File: config.mk
export PLATFORM = sky130hd
export DESIGN_NAME = scanline_scheduler
export DESIGN_NICKNAME = d
export VERILOG_FILES = /design/src/rtl/scanline_scheduler.sv
export SDC_FILE = /design/constraint.sdc
export NUM_CORES = 1
export LEC_CHECK = 0
export CAP_MARGIN = 30
export CORE_MARGIN = 5
export CORE_UTILIZATION = 48
export CTS_BUF_LIST = sky130_fd_sc_hd__clkbuf_4 sky130_fd_sc_hd__clkbuf_8
export CTS_CLUSTER_SIZE = 25
export DETAILED_ROUTE_END_ITERATION = 16
export GPL_ROUTABILITY_DRIVEN = 0
export PLACE_DENSITY = 0.83
export SLEW_MARGIN = 40
export SYNTH_ARGS = -nofsm -noshare
export SYNTH_HDL_FRONTEND = slang
export SYNTH_SLANG_ARGS = --single-unit
File: constraint.sdc
create_clock -name clk -period 6.8 [get_ports clk]
set_input_delay 0.68 -clock clk [delete_from_list [all_inputs] [get_ports clk]]
set_output_delay 0.68 -clock clk [all_outputs]
set_load 0.05 [all_outputs]
File: src/rtl/scanline_scheduler.sv
// Scanline scheduler: walks one triangle's clamped y-range, issuing one fill-engine
// row start per scanline and waiting for the engine's row-complete pulse between rows.
package scanline_scheduler_pkg;
    typedef struct packed {
        logic signed [15:0] x;
        logic signed [15:0] y;
        logic signed [15:0] z;
    } Vertex3D;

    typedef struct packed {
        Vertex3D v0;
        Vertex3D v1;
        Vertex3D v2;
    } Triangle3D;

    typedef struct packed {
        logic [7:0] r;
        logic [7:0] g;
        logic [7:0] b;
    } Color;
endpackage

module scanline_scheduler
    import scanline_scheduler_pkg::*;
#(
    parameter int SCREEN_HEIGHT  = 480,
    parameter int TIMEOUT_CYCLES = 4096,
    parameter int ROWCNT_W       = 10
) (
    input  logic                clk,
    input  logic                rst,
    input  logic                tri_valid,
    output logic                tri_ready,
    input  Triangle3D           tri_in,
    input  Color                rgb_in,
    input  logic signed [15:0]  vy0,
    input  logic signed [15:0]  vy1,
    input  logic signed [15:0]  vy2,
    input  logic                abort,
    output logic                color_en,
    output logic signed [15:0]  height,
    output Triangle3D           ver_out,
    output Color                rgb_out,
    input  logic                data_ready,
    output logic                busy,
    output logic                tri_done,
    output logic [ROWCNT_W-1:0] rows_filled,
    output logic                timeout_err
);

    localparam int                 WD_W    = $clog2(TIMEOUT_CYCLES) + 1;
    localparam logic signed [15:0] Y_LAST  = 16'(SCREEN_HEIGHT - 1);
    localparam logic [WD_W-1:0]    WD_LAST = WD_W'(TIMEOUT_CYCLES - 1);

    typedef enum logic [2:0] {
        IDLE,
        LOAD,
        ISSUE,
        WAIT,
        NEXT,
        DONE
    } state_t;

    state_t                state_reg;
    logic signed [15:0]    ymax_reg;
    logic [WD_W-1:0]       watchdog_reg;
    logic                  abort_pend_reg;

    logic signed [15:0]    vy_in  [3];
    logic signed [15:0]    vy_reg [3];
    logic                  accept;

    logic signed [15:0]    ymin_raw;
    logic signed [15:0]    ymax_raw;
    logic signed [15:0]    ymin_clamp;
    logic signed [15:0]    ymax_clamp;
    logic                  off_screen;

    assign accept   = tri_valid && (state_reg == IDLE);

    assign vy_in[0] = vy0;
    assign vy_in[1] = vy1;
    assign vy_in[2] = vy2;

    // One capture register per vertex; each is only loaded on an accepted handshake.
    generate
        for (genvar gi = 0; gi < 3; gi++) begin : g_vy
            logic signed [15:0] vy_q;

            always_ff @(posedge clk) begin
                if (rst) begin
                    vy_q <= '0;
                end else if (accept) begin
                    vy_q <= vy_in[gi];
                end
            end

            assign vy_reg[gi] = vy_q;
        end
    endgenerate

    always_comb begin
        ymin_raw = vy_reg[0];
        ymax_raw = vy_reg[0];
        for (int i = 1; i < 3; i++) begin
            if (vy_reg[i] < ymin_raw) begin
                ymin_raw = vy_reg[i];
            end
            if (vy_reg[i] > ymax_raw) begin
                ymax_raw = vy_reg[i];
            end
        end
    end

    // Off-screen is judged on the raw extremes; clamping only trims partially visible spans.
    assign ymin_clamp = (ymin_raw < 16'sd0) ? 16'sd0 : ymin_raw;
    assign ymax_clamp = (ymax_raw > Y_LAST) ? Y_LAST : ymax_raw;
    assign off_screen = (ymax_raw < 16'sd0) || (ymin_raw > Y_LAST);

    always_ff @(posedge clk) begin
        if (rst) begin
            state_reg      <= IDLE;
            ymax_reg       <= '0;
            watchdog_reg   <= '0;
            abort_pend_reg <= 1'b0;
            height         <= '0;
            ver_out        <= '0;
            rgb_out        <= '0;
            rows_filled    <= '0;
            timeout_err    <= 1'b0;
        end else begin
            if (state_reg != IDLE) begin
                abort_pend_reg <= abort_pend_reg || abort;
            end

            case (state_reg)
                IDLE: begin
                    if (tri_valid) begin
                        ver_out     <= tri_in;
                        rgb_out     <= rgb_in;
                        rows_filled <= '0;
                        timeout_err <= 1'b0;
                        state_reg   <= LOAD;
                    end
                end

                LOAD: begin
                    ymax_reg <= ymax_clamp;
                    if (off_screen || abort) begin
                        state_reg <= DONE;
                    end else begin
                        height    <= ymin_clamp;
                        state_reg <= ISSUE;
                    end
                end

                ISSUE: begin
                    watchdog_reg <= '0;
                    state_reg    <= WAIT;
                end

                WAIT: begin
                    // A row completion in the same cycle as expiry still counts as success.
                    if (data_ready) begin
                        if (rows_filled != '1) begin
                            rows_filled <= rows_filled + 1'b1;
                        end
                        state_reg <= NEXT;
                    end else if (watchdog_reg == WD_LAST) begin
                        timeout_err <= 1'b1;
                        state_reg   <= DONE;
                    end else begin
                        watchdog_reg <= watchdog_reg + 1'b1;
                    end
                end

                NEXT: begin
                    if (abort_pend_reg || (height == ymax_reg)) begin
                        state_reg <= DONE;
                    end else begin
                        height    <= height + 16'sd1;
                        state_reg <= ISSUE;
                    end
                end

                DONE: begin
                    abort_pend_reg <= 1'b0;
                    state_reg      <= IDLE;
                end

                default: begin
                    state_reg <= IDLE;
                end
            endcase
        end
    end

    assign tri_ready = (state_reg == IDLE);
    assign busy      = (state_reg != IDLE);
    assign color_en  = (state_reg == ISSUE);
    assign tri_done  = (state_reg == DONE);

endmodule

==> Yosys cells after proc, flatten, opt, wreduce, memory -nomap -nowiden <==
Index checks and enable logic that the tools add are counted.
{ "word_totals": {"ff_bits": 276, "wordCells": 93, "inputBits": 221} }
{ "classes": {"reduce_logical": 17, "n_mux": 26, "eq_ne": 17, "magnitude_cmp": 8, "add_sub_neg": 3} }
{ "ops": {"columns": ["op", "n"], "rows": [
  ["16-bit 2-to-1 mux", 8],
  ["16-bit by 10-bit > comparator with 1-bit output, second input constant", 2],
  ["16-bit > comparator", 2],
  ["16-bit by 1-bit less-than comparator with 1-bit output, second input constant", 2],
  ["16-bit less-than comparator", 2],
  ["16-bit one-hot mux with 2 select lines", 1],
  ["10-bit 2-to-1 mux", 3],
  ["13-bit 2-to-1 mux", 2],
  ["13-bit one-hot mux with 2 select lines", 1],
  ["10-bit one-hot mux with 2 select lines", 1],
  ["16-bit by 2-bit adder with 16-bit output, second input constant", 1],
  ["16-bit == test", 1],
  ["2-bit != test, second input constant", 8],
  ["3-bit 2-to-1 mux", 5],
  ["3-bit one-hot mux with 5 select lines", 1],
  ["13-bit by 1-bit adder with 13-bit output, second input constant", 1],
  ["13-bit by 12-bit == test with 1-bit output, second input constant", 1],
  ["10-bit by 1-bit adder with 10-bit output, second input constant", 1],
  ["10-bit != test, second input constant", 1],
  ["4-bit AND reduction", 2],
  ["3-bit by 2-bit == test with 1-bit output, second input constant", 2],
  ["3-bit == test, second input constant", 2],
  ["3-bit AND reduction", 2],
  ["2-bit nonzero test", 3],
  ["other kinds (10)", 16]
]} }

==> Logic depth before layout (Yosys ltp) <==
{ "logic_depth": {"depth_word": 9, "ltp_mapped": 25, "mapped_depth_nobuf": 20} }

==> Worst setup path before layout <==
Ideal clock, no wire load.
{ "synth_path": {"path_kind": "register to register", "from": "register g_vy[0].vy_q[15]", "to": "register height[10]", "slack_ns": 2.060, "path_stages_with_launch": 25, "n_path_buf": 4, "arrival_time_ns": 4.609, "cell_sequence": "dfxtp_1 inv_1 ha_1 buf_6 nand4_4 nor4_4 o21a_4 nor4_1 nor2_2 clkbuf_1 nand2_1 o21ai_0 inv_1 ha_1 o21a_1 o211ai_1 o22ai_1 nor4b_1 a2111o_1 o31a_1 buf_4 mux2i_4 o31ai_2 buf_2 o22ai_1"} }
{ "synth_between": {"elab_chain_len": 9, "word_cells_on_any_way": 18} }
{ "synth_lines": {"columns": ["item", "line_no", "source"], "rows": [
  ["start: declaration", "88", "logic signed [15:0] vy_q;"],
  ["start signal: assignment", "94", "vy_q <= vy_in[gi];"],
  ["16-bit > comparator or 16-bit less-than comparator (tied branches)", "109, 106", null],
  ["16-bit 2-to-1 mux (on tied branches)", "109, 106", null],
  ["16-bit > comparator or 16-bit less-than comparator (tied branches)", "109, 106", null],
  ["16-bit 2-to-1 mux (on tied branches)", "109, 106", null],
  ["16-bit by 1-bit less-than comparator with 1-bit output or 16-bit by 10-bit > comparator with 1-bit output (tied branches)", "118", "assign off_screen = (ymax_raw < 16'sd0) || (ymin_raw > Y_LAST);"],
  ["1-bit logical OR", "118", null],
  ["1-bit logical OR", "149", "if (off_screen || abort) begin"],
  ["2-bit != test (no line)", null, null],
  ["3-bit AND reduction (no line)", null, null],
  ["end signal: assignment", "152", "height <= ymin_clamp;"],
  ["end signal: assignment", "181", "height <= height + 16'sd1;"],
  ["end: declaration", "41", "output logic signed [15:0] height,"]
]} }
Several ways; a longest one is shown, not always the timed one. The select of a mux whose other input is x is not followed.
A chain may end at the register's enable or synchronous reset.

==> Final worst setup path <==
{ "layout_path": {"from": "register g_vy[0].vy_q[15]", "to": "register height[14]"} }
Same word-level chain as after synthesis.

==> impl_metrics.tcl <==
set metrics [dict create \
    drc 0 \
    final_common_cell "nand2_1" \
    layout-drive-gt1-share_pct 6.587 \
    cp_slowest_cell "a31oi_2" \
    finalMaxSlewViolations 0 \
    worst-path-max-fanout 25 \
    syn_avg_cell_area_um2 7.878 \
    grt_max_degree 146 \
    grt_pass1_vias 12790 \
    dieArea_mm2 0.02965 \
    post_drt_wl_per_cell_um 18.86 \
    tns_ns 0 \
    ant_nets 0 \
    largest_register_ffs 144 \
    post-route-period-util_pct 86.24 \
    yosysWarnings 0 \
    h-tree-depth 2 \
    critPathBufInv 2 \
    insertion_delay_ns 0.55 \
    rsz0062_at_grt "false" \
    port_buffers 419 \
    end_kind "register" \
    gr-usage-all-layers_pct 28.59 \
    async_flop_share_pct 0 \
    vdd_drop_max_mv 0.3074 \
    leakage_nw 6.820 \
    cts_buffers 47 \
    cpLargestDelayFamily "compound AO/OA/AOI/OAI gates" \
    max_slew_margin_pct 48.17 \
    dp_hpwl_um 32730 \
    grt_pass1_wl_um 68360 \
    root_buffer "clkbuf_8" \
    reg_top3 "ver_out x144, g_vy.vy_q x48, rgb_out x24" \
    worstPathRequired_ns 7.19 \
    synth_cells 1603 \
    synth_edf_count 0 \
    finalPower_mw 8.868 \
    layout.nets 2253 \
    yosysTopAreaCellShare_pct 43.75 \
    routed_wl_um 44410 \
    path_clk_slew_ns 0.06 \
    status "complete, no violations" \
    drtIter0Drc 986 \
    synth_seq_cells 276 \
    start_util_pct 48.60 \
    core_mm2 0.02598 \
    worstPathArrival_ns 6.26 \
    yosysUniqueCellTypes 79 \
    worst_pin_slew_ns 0.7733 \
    synth-seq-area-share_pct 43.75 \
    yosysTopAreaCell "dfxtp_1" \
    cts_hold_buf 0 \
    drt_pass1_iterations 5 \
    cts.sinks 276 \
    antenna_found_initial 1 \
    ys.flop_type "dfxtp_1" \
    setup_viol 0 \
    dieWidth_um 172.2 \
    synthToLayoutAreaGrowth_pct 43.57 \
    clock_path_buffers 3 \
    synth.area.top_cells "dfxtp_1 (44%), nand2_1 (14%), a21oi_1 (9.8%)" \
    cp_cell_sequence "inv_1 > ha_1 > nand4_4 > nor4_4 > o21ai_1 > a31oi_2 > nor2_4 > o21ai_0 > inv_1 > ha_1 > o21a_1 > o211ai_1 > o22ai_1 > nor4b_1 > a2111o_1 > o31a_1 > mux2i_4 > o31a_1 > o22ai_1" \
    dieHeight_um 172.2 \
    path_class "register to register" \
    cts_tree "yes" \
    skew_ns 0.01993 \
    drv_cap 0 \
    overflow 0 \
    fp-row-count 59 \
    power_density_mw_per_mm2 489.1 \
    post_cts_buffers 0 \
    io_pins 420 \
    startpoint_type "register" \
    via_per_inst 5.569 \
    finalHoldViolCount 0 \
    regMostFlops "ver_out" \
    syn_nets 1874 \
    critPathMaxStageDelay_ns 0.55 \
    final_cell_mix "nand2_1 (474), clkdlybuf4s50_1 (418), dfxtp_1 (276), a21oi_1 (247), clkbuf_8 (69)" \
    netlist_area_mm2 0.01263 \
    min_path_type "register to register" \
    max_freq_ghz 0.1705 \
    cts_resized 0 \
    vias 13110 \
    fin_crit_ns 5.864 \
]
-- stage by stage --
stage	instances	setup WS, ns	hold WS (ns)	util [%]	area (µm²)
2_1_floorplan	1603	2.060	0.4434	-	12630
3_3_place_gp	2265	1.137	0.4378	65.17	16930
3_5_place_dp	2267	0.8026	0.4453	65.40	16990
4_1_cts	2353	0.7331	0.4536	69.61	18090
5_1_grt	2355	0.5005	0.4675	69.78	18130
6_report	2355	0.9358	0.4526	69.78	18130
-- tightest hold or removal path: stages, from the launching register on --
cell     delay (ns)
dfxtp_1        0.31
nand2_1        0.05
a21oi_1        0.05
-- where the power goes --
group | internal (mW) | switching [mW] | leakage, nW | total (mW)
Clock | 0.989 | 0.678 | 0.578 | 1.67
Sequential | 1.97 | 0.301 | 2.26 | 2.27
Combinational | 1.70 | 3.23 | 3.99 | 4.93
-- final cells by class --
type | count | area [µm²]
flip-flops and latches | 276 | 5525
clock inverters | 7 | 68.82
well taps | 335 | 419.2
inverters | 44 | 165.2
multi-input cells | 1183 | 6575
repair buffers | 430 | 4350
clock buffers | 79 | 1025
diodes | 1 | 2.502
fillers | 2020 | 7854
-- layer usage --
layer,wire length [µm],global-route usage [%]
met1,16520,32.62
met2,21980,49.38
met3,3659,8.299
met4,2256,13.29
met5,0,0
-- worst paths after layout --
path	startpoint	to	slack, ns	depth (start not counted)
worst max register to register	g_vy[0].vy_q[15]	height[14]	0.94	19
worst min-delay path	ver_out[92]	ver_out[92]	0.45	2
worst max-delay path	g_vy[0].vy_q[15]	height[14]	0.94	19
worst min register to register	ver_out[92]	ver_out[92]	0.45	2
-- synth_stat cells (6+ instances only) --
master,number
nand2_1,475
dfxtp_1,276
a21oi_1,247
clkbuf_1,84
nor2_1,52
ha_1,50
inv_1,44
o21ai_0,31
xor2_1,28
nand3_1,23
nand4_1,19
o211ai_1,19
mux2i_1,17
o22ai_1,17
a21o_1,15
nor3_1,14
a211oi_1,13
a31oi_1,13
and2_1,12
a221oi_1,11
nor4_1,10
buf_2,8
and3_1,7
buf_1,6
-- cells by family (layout without fill, tap and decap cells) --
logic type / after synthesis / after routing / synth area share (%)
compound gates: 420 / 420 / 20.15
xor+xnor: 33 / 33 / 2.289
fa+ha+maj: 50 / 50 / 4.954
buf+inv: 144 / 560 / 4.449
flops: 276 / 276 / 43.75
mux: 23 / 23 / 1.972
other cells: 0 / 1 / 0
simple gates: 657 / 657 / 22.43
(Power assumes the default switching activity.)
